==> config.mk <==
export PLATFORM = sky130hd
export DESIGN_NAME = linear_regression_seq
export DESIGN_NICKNAME = d
export VERILOG_FILES = /design/src/rtl/linear_regression_seq.sv
export SDC_FILE = /design/constraint.sdc
export NUM_CORES = 1
export LEC_CHECK = 0
export CAP_MARGIN = 15
export CORE_MARGIN = 4
export CORE_UTILIZATION = 57
export DETAILED_ROUTE_END_ITERATION = 10
export PLACE_DENSITY_LB_ADDON = 0.15
export SYNTH_ARGS = -nofsm -noshare
export SYNTH_HDL_FRONTEND = slang
export SYNTH_SLANG_ARGS = --single-unit
export TNS_END_PERCENT = 5
==> constraint.sdc <==
create_clock -name clk -period 2.8 [get_ports clk]
set_input_delay 0.28 -clock clk [delete_from_list [all_inputs] [get_ports clk]]
set_output_delay 0.28 -clock clk [all_outputs]
set_load 0.03 [all_outputs]
==> src/rtl/linear_regression_seq.sv <==
// rtl/linear_regression_seq.sv - sequential price estimator y = intercept + slope * x
// Shift-add multiplier (one x bit per clock) with valid/ready handshakes and overflow detection.
module linear_regression_seq #(
  parameter int          IN_W      = 16,
  parameter int          COEF_W    = 16,
  parameter int          OUT_W     = 32,
  parameter bit          SAT_EN    = 1'b1,
  parameter int unsigned DEF_SLOPE = 5000,
  parameter int unsigned DEF_ICPT  = 10000
) (
  input  logic              clk,
  input  logic              rst,
  input  logic              coef_we,
  input  logic [COEF_W-1:0] coef_slope,
  input  logic [COEF_W-1:0] coef_icpt,
  input  logic              in_valid,
  output logic              in_ready,
  input  logic [IN_W-1:0]   in_x,
  output logic              out_valid,
  input  logic              out_ready,
  output logic [OUT_W-1:0]  out_y,
  output logic              out_ovf,
  output logic              busy
);

  localparam int ACC_W = IN_W + COEF_W;
  localparam int SUM_W = ACC_W + 1;
  // Sum is evaluated at least one bit wider than OUT_W so the overflow slice always exists.
  localparam int EXT_W = (SUM_W > OUT_W) ? SUM_W : OUT_W + 1;
  localparam int CNT_W = $clog2(IN_W + 1);

  typedef enum logic [1:0] {
    IDLE = 2'd0,
    MUL  = 2'd1,
    ADD  = 2'd2,
    DONE = 2'd3
  } state_t;

  state_t            state;
  logic [COEF_W-1:0] slope_q;
  logic [COEF_W-1:0] icpt_q;
  logic [IN_W-1:0]   x_sh;
  logic [ACC_W-1:0]  mcand;
  logic [ACC_W-1:0]  acc;
  logic [CNT_W-1:0]  cnt;

  logic [EXT_W-1:0]  sum_ext;
  logic              ovf;
  logic [OUT_W-1:0]  y_next;

  assign in_ready = (state == IDLE) && !coef_we;
  assign busy     = (state != IDLE);

  always_comb begin
    sum_ext = EXT_W'(acc) + EXT_W'(icpt_q);
    ovf     = |sum_ext[EXT_W-1:OUT_W];
    y_next  = (SAT_EN && ovf) ? {OUT_W{1'b1}} : sum_ext[OUT_W-1:0];
  end

  always_ff @(posedge clk) begin
    if (rst) begin
      state     <= IDLE;
      slope_q   <= COEF_W'(DEF_SLOPE);
      icpt_q    <= COEF_W'(DEF_ICPT);
      x_sh      <= '0;
      mcand     <= '0;
      acc       <= '0;
      cnt       <= '0;
      out_valid <= 1'b0;
      out_y     <= '0;
      out_ovf   <= 1'b0;
    end else begin
      case (state)
        IDLE: begin
          if (coef_we) begin
            slope_q <= coef_slope;
            icpt_q  <= coef_icpt;
          end else if (in_valid) begin
            x_sh  <= in_x;
            mcand <= ACC_W'(slope_q);
            acc   <= '0;
            cnt   <= '0;
            state <= MUL;
          end
        end
        MUL: begin
          // mcand holds slope << cnt, advanced by one shift per bit instead of a barrel shifter.
          if (x_sh[0]) acc <= acc + mcand;
          x_sh  <= x_sh >> 1;
          mcand <= mcand << 1;
          cnt   <= cnt + CNT_W'(1);
          if (cnt == CNT_W'(IN_W - 1)) state <= ADD;
        end
        ADD: begin
          out_y     <= y_next;
          out_ovf   <= ovf;
          out_valid <= 1'b1;
          state     <= DONE;
        end
        DONE: begin
          if (out_ready) begin
            out_valid <= 1'b0;
            state     <= IDLE;
          end
        end
        default: state <= IDLE;
      endcase
    end
  end

endmodule

# Yosys cells after proc, flatten, opt, wreduce, memory -nomap -nowiden
# Cells that the tools add are included.
# Widths: inputs -> output; s select.
[op_classes]
addsub = 3
n_eq_ne = 9
n_mux = 21
n_reduce_logical = 11
[op_table]
columns = ["cell", "n"]
rows = [
  ["$mux 32", 6],
  ["$pmux 32 s2", 2],
  ["$add 32x16->33", 1],
  ["$add 32x32->32", 1],
  ["$mux 16", 2],
  ["$pmux 16 s2", 1],
  ["$mux 5", 2],
  ["$ne 2x2->1 const B", 5],
  ["$pmux 5 s2", 1],
  ["$mux 2", 4],
  ["$pmux 2 s4", 1],
  ["$reduce_and 4->1", 2],
  ["$reduce_bool 2->1", 3],
  ["$add 5x1->5 const B", 1],
  ["$eq 5x4->1 const B", 1],
  ["$eq 2x2->1 const B", 2],
  ["$reduce_and 2->1", 2],
  ["$reduce_and 3->1", 1],
  ["$eq 2x1->1 const B", 1],
  ["$logic_not 2->1", 1],
  ["$pmux 1 s2", 1],
  ["$logic_and 1x1->1", 1],
  ["$logic_not 1->1", 1],
  ["$mux 1", 1],
]
[word_totals]
regBits = 153
out_inout_bits = 36
word_cells = 54

# Depth between registers and ports, before layout
[depth]
ltp_word = 3
depth_mapped = 12
ltp_nobuf = 12

# Worst setup path after synthesis
# No wires, ideal clock.
[synth_timing]
kind = "reg-to-reg"
from = "register icpt_q[0]"
to = "register out_y[20]"
setup_time_ns = 0.122
arrival_time_ns = 2.431
required_time_ns = 2.678
slack_ns = 0.247
path_stages_with_launch = 12
n_path_buf = 1
period_less_slack_ns = 2.553
path_cell_list = "dfxtp_1 ha_1 fa_1 a21o_1 a21o_1 a31o_2 a21oi_2 nor3_2 and2_4 buf_6 and3_1 o311a_1"
[synth_between]
elab_chain_len = 2
[synth_lines]
columns = ["item", "line", "source"]
rows = [
  ["from (decl)", "41", "logic [COEF_W-1:0] icpt_q;"],
  ["from (signal assigned)", "64", "icpt_q <= COEF_W'(DEF_ICPT);"],
  ["from (signal assigned)", "77", "icpt_q <= coef_icpt;"],
  ["$add 32x16->33", "55", "sum_ext = EXT_W'(acc) + EXT_W'(icpt_q);"],
  ["$mux 32", "57", "y_next = (SAT_EN && ovf) ? {OUT_W{1'b1}} : sum_ext[OUT_W-1:0];"],
  ["to (signal assigned)", "95", "out_y <= y_next;"],
  ["to (decl)", "21", "output logic [OUT_W-1:0] out_y,"],
]
# No other way between the ends.
# A chain may end at the register's enable or synchronous reset.

# Worst setup path in the final report
[layout_timing]
from = "register acc[5]"
to = "register out_y[11]"
[layout_between]
elab_chain_len = 2
[layout_lines]
columns = ["item", "line", "source"]
rows = [
  ["from (decl)", "44", "logic [ACC_W-1:0] acc;"],
  ["from (signal assigned)", "88", "if (x_sh[0]) acc <= acc + mcand;"],
  ["$add 32x16->33", "55", ""],
  ["$mux 32", "57", ""],
]
# No other way between the ends.

==> reports/qor.yml <==
synthesis:
  synthesis.nets: 1097
  yosys.area.top_type_share_pct: 36.8
  synth-edff-count: 0
  synth-main-ff-cell: "dfxtp_1"
  async_flop_share_pct: 0
  synthAdderAreaFrac_pct: 8.46
  syn_inst: 989
  ys_ff_latch: 153
  synth_warnings: 0
  synth_area_per_cell_um2: 8.41
  ys_types: 65
  yosys.area_share.xor_xnor_pct: 5.37
  synth_top_family_by_area: "compound AO/OA/AOI/OAI gates"
  synth_area_um2: 8310
  synth_mux_area_share_pct: 4.59
  synthSimpleGateAreaFrac_pct: 18.5
  yosysSeqAreaShare_pct: 36.8
  synth_area_leaders: "dfxtp_1 (37%), ha_1 (8.0%), nor2_1 (5.6%), nand2_1 (5.4%), a211oi_1 (4.5%)"
  synth_compound_area_share_pct: 22.3
  yosys.area.top_type: "dfxtp_1"
clocking:
  cts_hold_buf: 0
  clkTransAtPathRegs_ns: 0.06
  clock-sinks: 153
  cts_tree: "built"
  clockBufferDepth: 2
  clock_latency_ns: 0.42
  cts-buffers-inserted: 17
  cts_root_buf: "clkbuf_16"
  cts_max_level: 4
timing:
  fin_skew_ns: 0.00666
  whs_ns: 0.292
  fmax_ghz: 0.366
  hold_viol: 0
  fin_crit_ns: 2.73
  period_share_pct: 97.5
  worst_pin_slew_ns: 0.612
  timing.slew.headroom_pct: 59.2
  grt_setup_unrepaired: "true"
  slew_viol_final: 0
  setup_violations: 0
  setup_tns_ns: 0
floorplan:
  rows: 43
  die_h_um: 129
  initial_utilization_pct: 59.0
  die_x_um: 129
  die-area_um2: 16600
  core_area_um2: 14100
  ios: 89
worst_setup_path:
  crit_top_cell: "a21o_1"
  worstPathArrival_ns: 3.06
  crit_family: "compound AO/OA/AOI/OAI gates"
  path_buf_inv: 0
  cp_cell_sequence: "ha_1 > a21o_1 > a221oi_1 > o21ai_1 > a21o_1 > a21oi_1 > o21ai_0 > xnor2_1 > a311oi_1"
  path_class: "reg -> reg"
  r2r.worst_path.cells: 9
  crit_path_max_incr_delay_ns: 0.42
  cp_num_cells: 9
  r2r-end: "out_y[11]"
  crit_start: "acc[5]"
  crit_path_end_kind: "flip-flop"
  worstSetupEndpoint: "out_y[11]"
  path_max_fanout: 6
  r2r_start: "acc[5]"
  critPathSlowestCell: "a221oi_1"
  critPathLaunchType: "flip-flop"
  ff2ff_setup_slack_ns: 0.07
  crit_required_ns: 3.13
power_and_ir_drop:
  peakVddDrop_uv: 560
  power.density_nw_per_um2: 796
  power_leakage_nw: 4.08
drt:
  drt-pass1-iter-count: 6
  final_antenna_net_count: 0
  totalWireLength_um: 19500
  num_vias: 7269
  viasPerCell: 5.79
  drt_iter0_markers: 496
  avgRoutedWirePerCell_um: 15.5
  remaining_drc_errors: 0
layout:
  syn_to_final_growth_pct: 20.6
  antenna_cells: 0
  mostFrequentLayoutCells: "dfxtp_1 (151), nor2_1 (123), nand2_1 (119), clkdlybuf4s50_1 (87), a21oi_1 (61)"
  nFillCells: 1185
  layout.nets: 1171
  drive_gt1_share_pct: 8.74
  layout_commonest_cell: "dfxtp_1"
global_routing:
  grt_pass1_vias: 6565
  grt-ovfl-total: 0
  grt_pass1_wl_um: 32000
  grt_usage_pct: 23.8
  antenna_found_initial: 0
  grt_max_degree: 62
placed_design:
  hpwl_um: 14300
  portBuffers: 88
  routabilityCongestion: 0.962
job:
  maxCapViolations: 0
hold_path:
  hold_path_class: "in -> reg"
run_status:
  outcome: "completed"
==> layout make-up <==
type	count	area [µm²]	area share, %
Multi-Input combinational cell	755	4990	49.7
Sequential cell	153	3070	30.6
Timing Repair Buffer	117	1110	11.1
Clock buffer	19	443	4.42
Tap cell	180	225	2.25
Clock inverter	13	128	1.27
Inverter	19	71.3	0.711
==> kinds of logic (layout without fill, tap and decap cells) <==
logic type               Yosys count  after routing
adder cells (fa/ha/maj)           55             55
XOR/XNOR                          51             51
flip-flops                       153            153
AO/OA/AOI/OAI                    269            269
AND/OR/NAND/NOR                  342            342
buffers and inverters             81            168
multiplexers                      38             38
==> registers in the layout, indices dropped and copies added (netlist names) <==
signal,count
out_ovf,1
out_valid,1
state,2
cnt,5
slope_q,16
acc,32
x_sh,16
mcand,32
out_y,32
icpt_q,16
==> power breakdown <==
group | switching [W] | internal [W] | total [W]
clock network | 0.000878 | 0.00133 | 0.00220
logic | 0.00170 | 0.00116 | 0.00286
registers | 0.000298 | 0.00262 | 0.00292
total | 0.00288 | 0.00511 | 0.00798
==> stage by stage <==
step	utilization (%)	total power [W]	cells	cell area (µm²)	worst slack, ns
floorplan	-	0.00488	989	8310	0.247
global placement	66.7	0.00576	1222	9400	0.119
detailed placement	66.7	0.00580	1222	9400	-0.0132
CTS	70.7	0.00802	1254	9970	0.0166
global route	71.2	0.00846	1256	10000	-0.0835
finish	71.2	0.00798	1256	10000	0.0690
==> worst min-delay path by stage <==
stage                       start  depth (start not counted)  slack, ns          end
floorplan           coef_icpt[10]                          2       0.40   icpt_q[10]
global placement      slope_q[10]                          2       0.44  slope_q[10]
detailed placement    slope_q[10]                          2       0.45  slope_q[10]
CTS                           rst                          2       0.27       acc[3]
global route                  rst                          2       0.29    mcand[24]
finish                        rst                          2       0.29    mcand[24]
==> per-layer routing <==
metal,up-vias,GRT usage (%),routed length (µm)
met2,210,35.7,8280
li1,3716,-,-
met1,3320,34.9,9680
met5,-,0,0
met3,23,4.11,1200
met4,0,7.66,294
==> synth_stat cells, types with 3 or more instances <==
cell      number
a21oi_2        5
nand4_1       10
buf_1          6
buf_2          3
o211ai_1       4
a211oi_1      50
a21oi_1       63
a21o_1        31
nand2_1      119
a22oi_1       32
a31oi_1        8
o21ai_0       33
nor2_1       123
and3_1        13
inv_1         19
or3_1          4
nand2b_1       9
o21ai_1        3
and2_1         5
nand3_1       23
nor3_1         5
ha_1          53
dfxtp_1      153
xor2_1        27
a311oi_1      12
mux2i_1       37
nor2b_1        6
clkbuf_1      49
nand3b_1      10
xnor2_1       24
==> what timing repair did <==
item	4_1_cts	5_1_grt
setup endpoints to repair	2	18
pin swaps	0	2
resized for setup	1	14
setup buffers	0	2
Note: power is estimated with default switching activity, not from simulation.
==> edit 1, RTL diff (config.mk and constraints unchanged) <==
Encoding of `state_t`: now one-hot (4 bits for 4 states).
--- a/src/rtl/linear_regression_seq.sv
+++ b/src/rtl/linear_regression_seq.sv
@@ -31,7 +31,7 @@
 
-  typedef enum logic [1:0] {
-    IDLE = 2'd0,
-    MUL  = 2'd1,
-    ADD  = 2'd2,
-    DONE = 2'd3
+  typedef enum logic [3:0] {
+    IDLE = 4'b0001,
+    MUL  = 4'b0010,
+    ADD  = 4'b0100,
+    DONE = 4'b1000
   } state_t;
Check against the original RTL: no difference found for any inputs over 10 cycles, from zero or initial values and one cycle with rst high; not proved beyond that.
==> edit 1 against the original RTL <==
The run now ends with setup timing left. Synthesized area is 0.96% lower. Non-clock buffer count is 11 higher. Critical path depth is 4 higher. Setup slack worse by 0.079 ns. Core utilization is 0.60 points higher. Global-route usage is 1.3 points higher. Sequential cell count is 2 higher. Routed wire length is 4.6% higher. Largest cell class unchanged. Design area hardly changed. First-iteration DRC count is 44% higher. Maximum frequency is 2.8% lower.
Power is not compared: it rests on default switching activity, and its combinational part moved more than twofold at a synthesized area within 25%.
==> edit 1: results (changes against the original RTL) <==
status=finished, violations left (was complete, no violations); failing checks=setup timing; Register-to-Register Path Depth=13 (was 9); antenna violations before repair=0 (unchanged); H-tree levels=4 (unchanged); largest registers=acc x32, mcand x32, out_y x32 (unchanged); syn nets=1142 (was 1097); worst slack at placement=-0.1029 ns (was -0.01319 ns); M2 GR Usage=37.24% (was 35.67%); setup_tns=-0.01005 ns (was 0 ns); DR WL met2=8758 um (was 8281 um); Finished Layout Cells=1312 (was 1256); share of post-route cells with drive strength above 1=8.216% (was 8.736%); arrival time at the worst endpoint=3.13 ns (was 3.06 ns); post-CTS setup buffers=2 (was 0); Placement Cell Area=0.009407 mm2 (was 0.009397 mm2); M3 GR Usage=4.958% (was 4.110%); clock skew=0.01013 ns (was 0.006658 ns); synth top area cells=dfxtp_1, nand2_1, ha_1 (was dfxtp_1, ha_1, nor2_1); reg2reg start=acc[0]$_SDFFE_PP0P_ (was acc[5]$_SDFFE_PP0P_); via/cell ratio=5.854 (was 5.787); Synth Area per Inst=7.931 um2 (was 8.405 um2); Static Leak=4.176 nW; Primary FF master, synth=dfxtp_1 (unchanged); crit path max fanout=2 (was 6); Setup-failing EPs final=1 (was 0); final setup margin=-0.01005 ns (was 0.06897 ns); vias in the first global route=6897 (was 6565); Routed met3 length=1444 um (was 1204 um); M1 wire length=9796 um (was 9675 um); Synth top cells by count=nand2_1, dfxtp_1, a21oi_1 (was dfxtp_1, nor2_1, nand2_1); DRT iter0 DRCs=712 (was 496); met1 Track Usage GR=36.51% (was 34.87%); r2r endpoint=acc[30]$_SDFFE_PP0P_ (was out_y[11]$_SDFFE_PP0P_); Yosys cell types=60 (was 65); slew margin rel.=63.08% (was 59.20%); Final #Nets=1225 (was 1171); total CTS buffers=17 (unchanged); overall power=5.130 mW; number of iterations in the first detailed-routing pass=5 (was 6); gpl congestion=0.8996 (was 0.9619); first-pass GRT wire length=33520 um (was 31970 um); post-CTS sizing=8 (was 1); WL per Instance=15.51 um (was 15.49 um); Hold Crit Endpoint=mcand[31]$_SDFFE_PP0P_ (was mcand[24]$_SDFFE_PP0P_); largest net degree at the start of global routing=63 (was 62); sequential share of the synthesized area=37.69% (was 36.85%); total track usage=25.07% (was 23.81%); DPL Wire Length=14320 um (was 14340 um); Hold Worst Slack=0.1224 ns (was 0.2919 ns)
[edit 1: changes by cell type after synthesis, sizes merged, moves of 19 or more]
cell,unedited run,this run
a21oi,69,111
a311oi,12,31
nand2,120,182
nand3,23,48
nor2,123,88
a211oi,51,3
mux2i,37,1
[edit 1: cells by family after synthesis]
logic type / after synthesis / synth area share (%)
compound gates: 305 / 24.04
xor+xnor: 55 / 5.851
fa+ha+maj: 51 / 7.933
buf+inv: 86 / 4.027
flops: 155 / 37.69
mux: 1 / 0.1216
simple gates: 385 / 20.33
[edit 1: critical path, cell delays in order, from the launching register on]
cell and delay, ns:
dfxtp_2 0.34, ha_4 0.16, inv_2 0.05, fa_2 0.22, nor2b_2 0.05, o211ai_1 0.28
a311oi_2 0.18, o41ai_2 0.23, buf_4 0.19, o41ai_4 0.07, a221oi_2 0.31, o21ai_1 0.10
or3_1 0.31, a32o_1 0.22
[edit 1: area by class of cell]
type                       instances  area (um2)
multi-input combinational        797        4857
clock buffer                      21       450.4
sequential                       155        3107
fill                            1157        3951
timing repair buffer             128        1216
tap                              180       225.2
inverter                          22       82.58
clock inverter                     9       98.84
[edit 1: worst max path at each step]
stage,startpoint,end,slack (ns),depth (start not counted)
after floorplan,mcand[0]$_SDFFE_PP0P_,acc[30]$_SDFFE_PP0P_,0.20,12
after global placement,mcand[0]$_SDFFE_PP0P_,acc[30]$_SDFFE_PP0P_,0.04,12
after detailed placement,mcand[0]$_SDFFE_PP0P_,acc[30]$_SDFFE_PP0P_,-0.10,12
after CTS,acc[0]$_SDFFE_PP0P_,acc[30]$_SDFFE_PP0P_,-0.05,13
after global routing,acc[0]$_SDFFE_PP0P_,acc[30]$_SDFFE_PP0P_,-0.09,13
final,acc[0]$_SDFFE_PP0P_,acc[30]$_SDFFE_PP0P_,-0.01,13
==> edit 2, RTL diff (config.mk and constraints unchanged) <==
Without the edit above. `SAT_EN`: 1'b1 -> 1'b0.
--- a/src/rtl/linear_regression_seq.sv
+++ b/src/rtl/linear_regression_seq.sv
@@ -6,3 +6,3 @@
   parameter int          OUT_W     = 32,
-  parameter bit          SAT_EN    = 1'b1,
+  parameter bit          SAT_EN    = 1'b0,
   parameter int unsigned DEF_SLOPE = 5000,
Check against the original RTL: no difference found for any inputs over 10 cycles, from zero or initial values and one cycle with rst high; that may be too few to reach the edited logic, so the function may still have changed.
==> edit 2 against the original RTL <==
Synthesized area shrank 0.95%. Sequential share of layout area shrank 0.62 points. Die area down 0.89%. Routed wire length is 1.2% higher. Sequential power down 4%. Total power down 1.5%. Setup slack worse by 0.049 ns. Highest routed layer unchanged. Design area is 2.0% higher. Combinational power fell by 6%. Count of clock-buffer cells in the layout grew 3. Sequential cell count unchanged. First-iteration DRC count increased by 2.6%. Clock skew increased by 0.00080 ns.
==> edit 2: results (changes against the original RTL) <==
status=complete, no violations (unchanged); first-pass GRT wire length=32340 um (was 31970 um); Final period util=99.28% (was 97.54%); Static Leak=4.137 nW (was 4.083 nW); Hold Worst Slack=0.2596 ns (was 0.2919 ns); vias in the first global route=6599 (was 6565); setup_tns=0 ns (unchanged); synth top area cells=dfxtp_1, ha_1, mux2i_1 (was dfxtp_1, ha_1, nor2_1); WL final=19700 um (was 19460 um); Diodes inserted=0 (unchanged); largest registers=acc x32, mcand x32, out_y x32 (unchanged); Hold Startpoint=rst (unchanged); gpl congestion=0.9342 (was 0.9619); Internal=5.123 mW (was 5.107 mW); Hold Crit Endpoint=out_y[13]$_SDFFE_PP0P_ (was mcand[24]$_SDFFE_PP0P_); reg2reg start=acc[0]$_SDFFE_PP0P_ (was acc[5]$_SDFFE_PP0P_); global routing's busiest layer=met1 (was met2); clock root buffer=clkbuf_16 (unchanged); post-CTS setup buffers=0 (unchanged); CP max stage cell=fa_2 (was a221oi_1); Placement Cell Area=0.009515 mm2 (was 0.009397 mm2); CP Capture Point=out_y[22]$_SDFFE_PP0P_ (was out_y[11]$_SDFFE_PP0P_); Synth Area per Inst=8.524 um2 (was 8.405 um2); ys async rst share=0% (unchanged); clock network power share=30.0% (was 27.6%); number of iterations in the first detailed-routing pass=5 (was 6); share of post-route cells with drive strength above 1=11.01% (was 8.736%); final design utilization=73.15% (was 71.15%); critical path class=reg2reg (unchanged); worst vdd ir=0.7087 mV (was 0.5603 mV); Clk Latency, worst-skew pair=0.42 ns (about the same); Yosys cell types=71 (was 65); CP max stage delay=0.36 ns (was 0.42 ns); Port Buffer Count=88 (unchanged); syn nets=1074 (was 1097); Clock Power=2.36 mW (was 2.20 mW); crit path max fanout=5 (was 6); Slew @ Worst Pin=0.6541 ns (was 0.6120 ns); DRT iter0 DRCs=509 (was 496); total track usage=24.12% (was 23.81%); met1 Track Usage GR=36.02% (was 34.87%); fillers=1078 (was 1185); Vias=7172 (was 7269); largest net degree at the start of global routing=110 (was 62); arrival time at the worst endpoint=3.11 ns (was 3.06 ns); clock skew=0.007457 ns (was 0.006658 ns); M2 GR Usage=36.01% (was 35.67%); Synth top cells by count=dfxtp_1, nor2_1, nand2_1 (unchanged); Flop pwr share=35.6% (was 36.6%); CTS clk-pin slew, worst paths=0.06 ns (about the same); sequential share of the synthesized area=37.20% (was 36.85%); placed cells=1227 (was 1222); Register-to-Register Path Depth=13 (was 9); post-CTS sizing=3 (was 1); M3 GR Usage=4.208% (was 4.110%); WL per Instance=15.62 um (was 15.49 um); DPL Wire Length=14010 um (was 14340 um); worst slack at placement=-0.01359 ns (was -0.01319 ns)
[edit 2: changes by cell type after synthesis, sizes merged, moves of 5 or more]
cell / change
a21o: -11
mux2i: +12
xnor2: +5
nand3: -10
o21bai: +6
a311oi: -10
buf: -5
o21ai: -5
o31ai: +6
[edit 2: area by class of cell]
cell class	instances	area share [%]
Tap cell	180	2.201
Inverter	23	0.8437
Timing Repair Buffer	135	12.44
Multi-Input combinational cell	738	48.56
Clock buffer	22	4.634
Sequential cell	153	29.95
Clock inverter	10	1.382
[edit 2: cells by family after synthesis]
logic type | synth area share [%]
flip-flops | 37.20
adder cells (fa/ha/maj) | 8.540
multiplexers | 6.093
AO/OA/AOI/OAI | 21.27
buffers and inverters | 3.601
AND/OR/NAND/NOR | 17.66
XOR/XNOR | 5.637
[edit 2: layer usage]
| layer | vias to the layer above | share of wire, % |
|---|---|---|
| met3 | 24 | 5.0 |
| met5 | - | 0 |
| met1 | 3312 | 50 |
| li1 | 3668 | - |
| met4 | 0 | 1.0 |
| met2 | 168 | 44 |
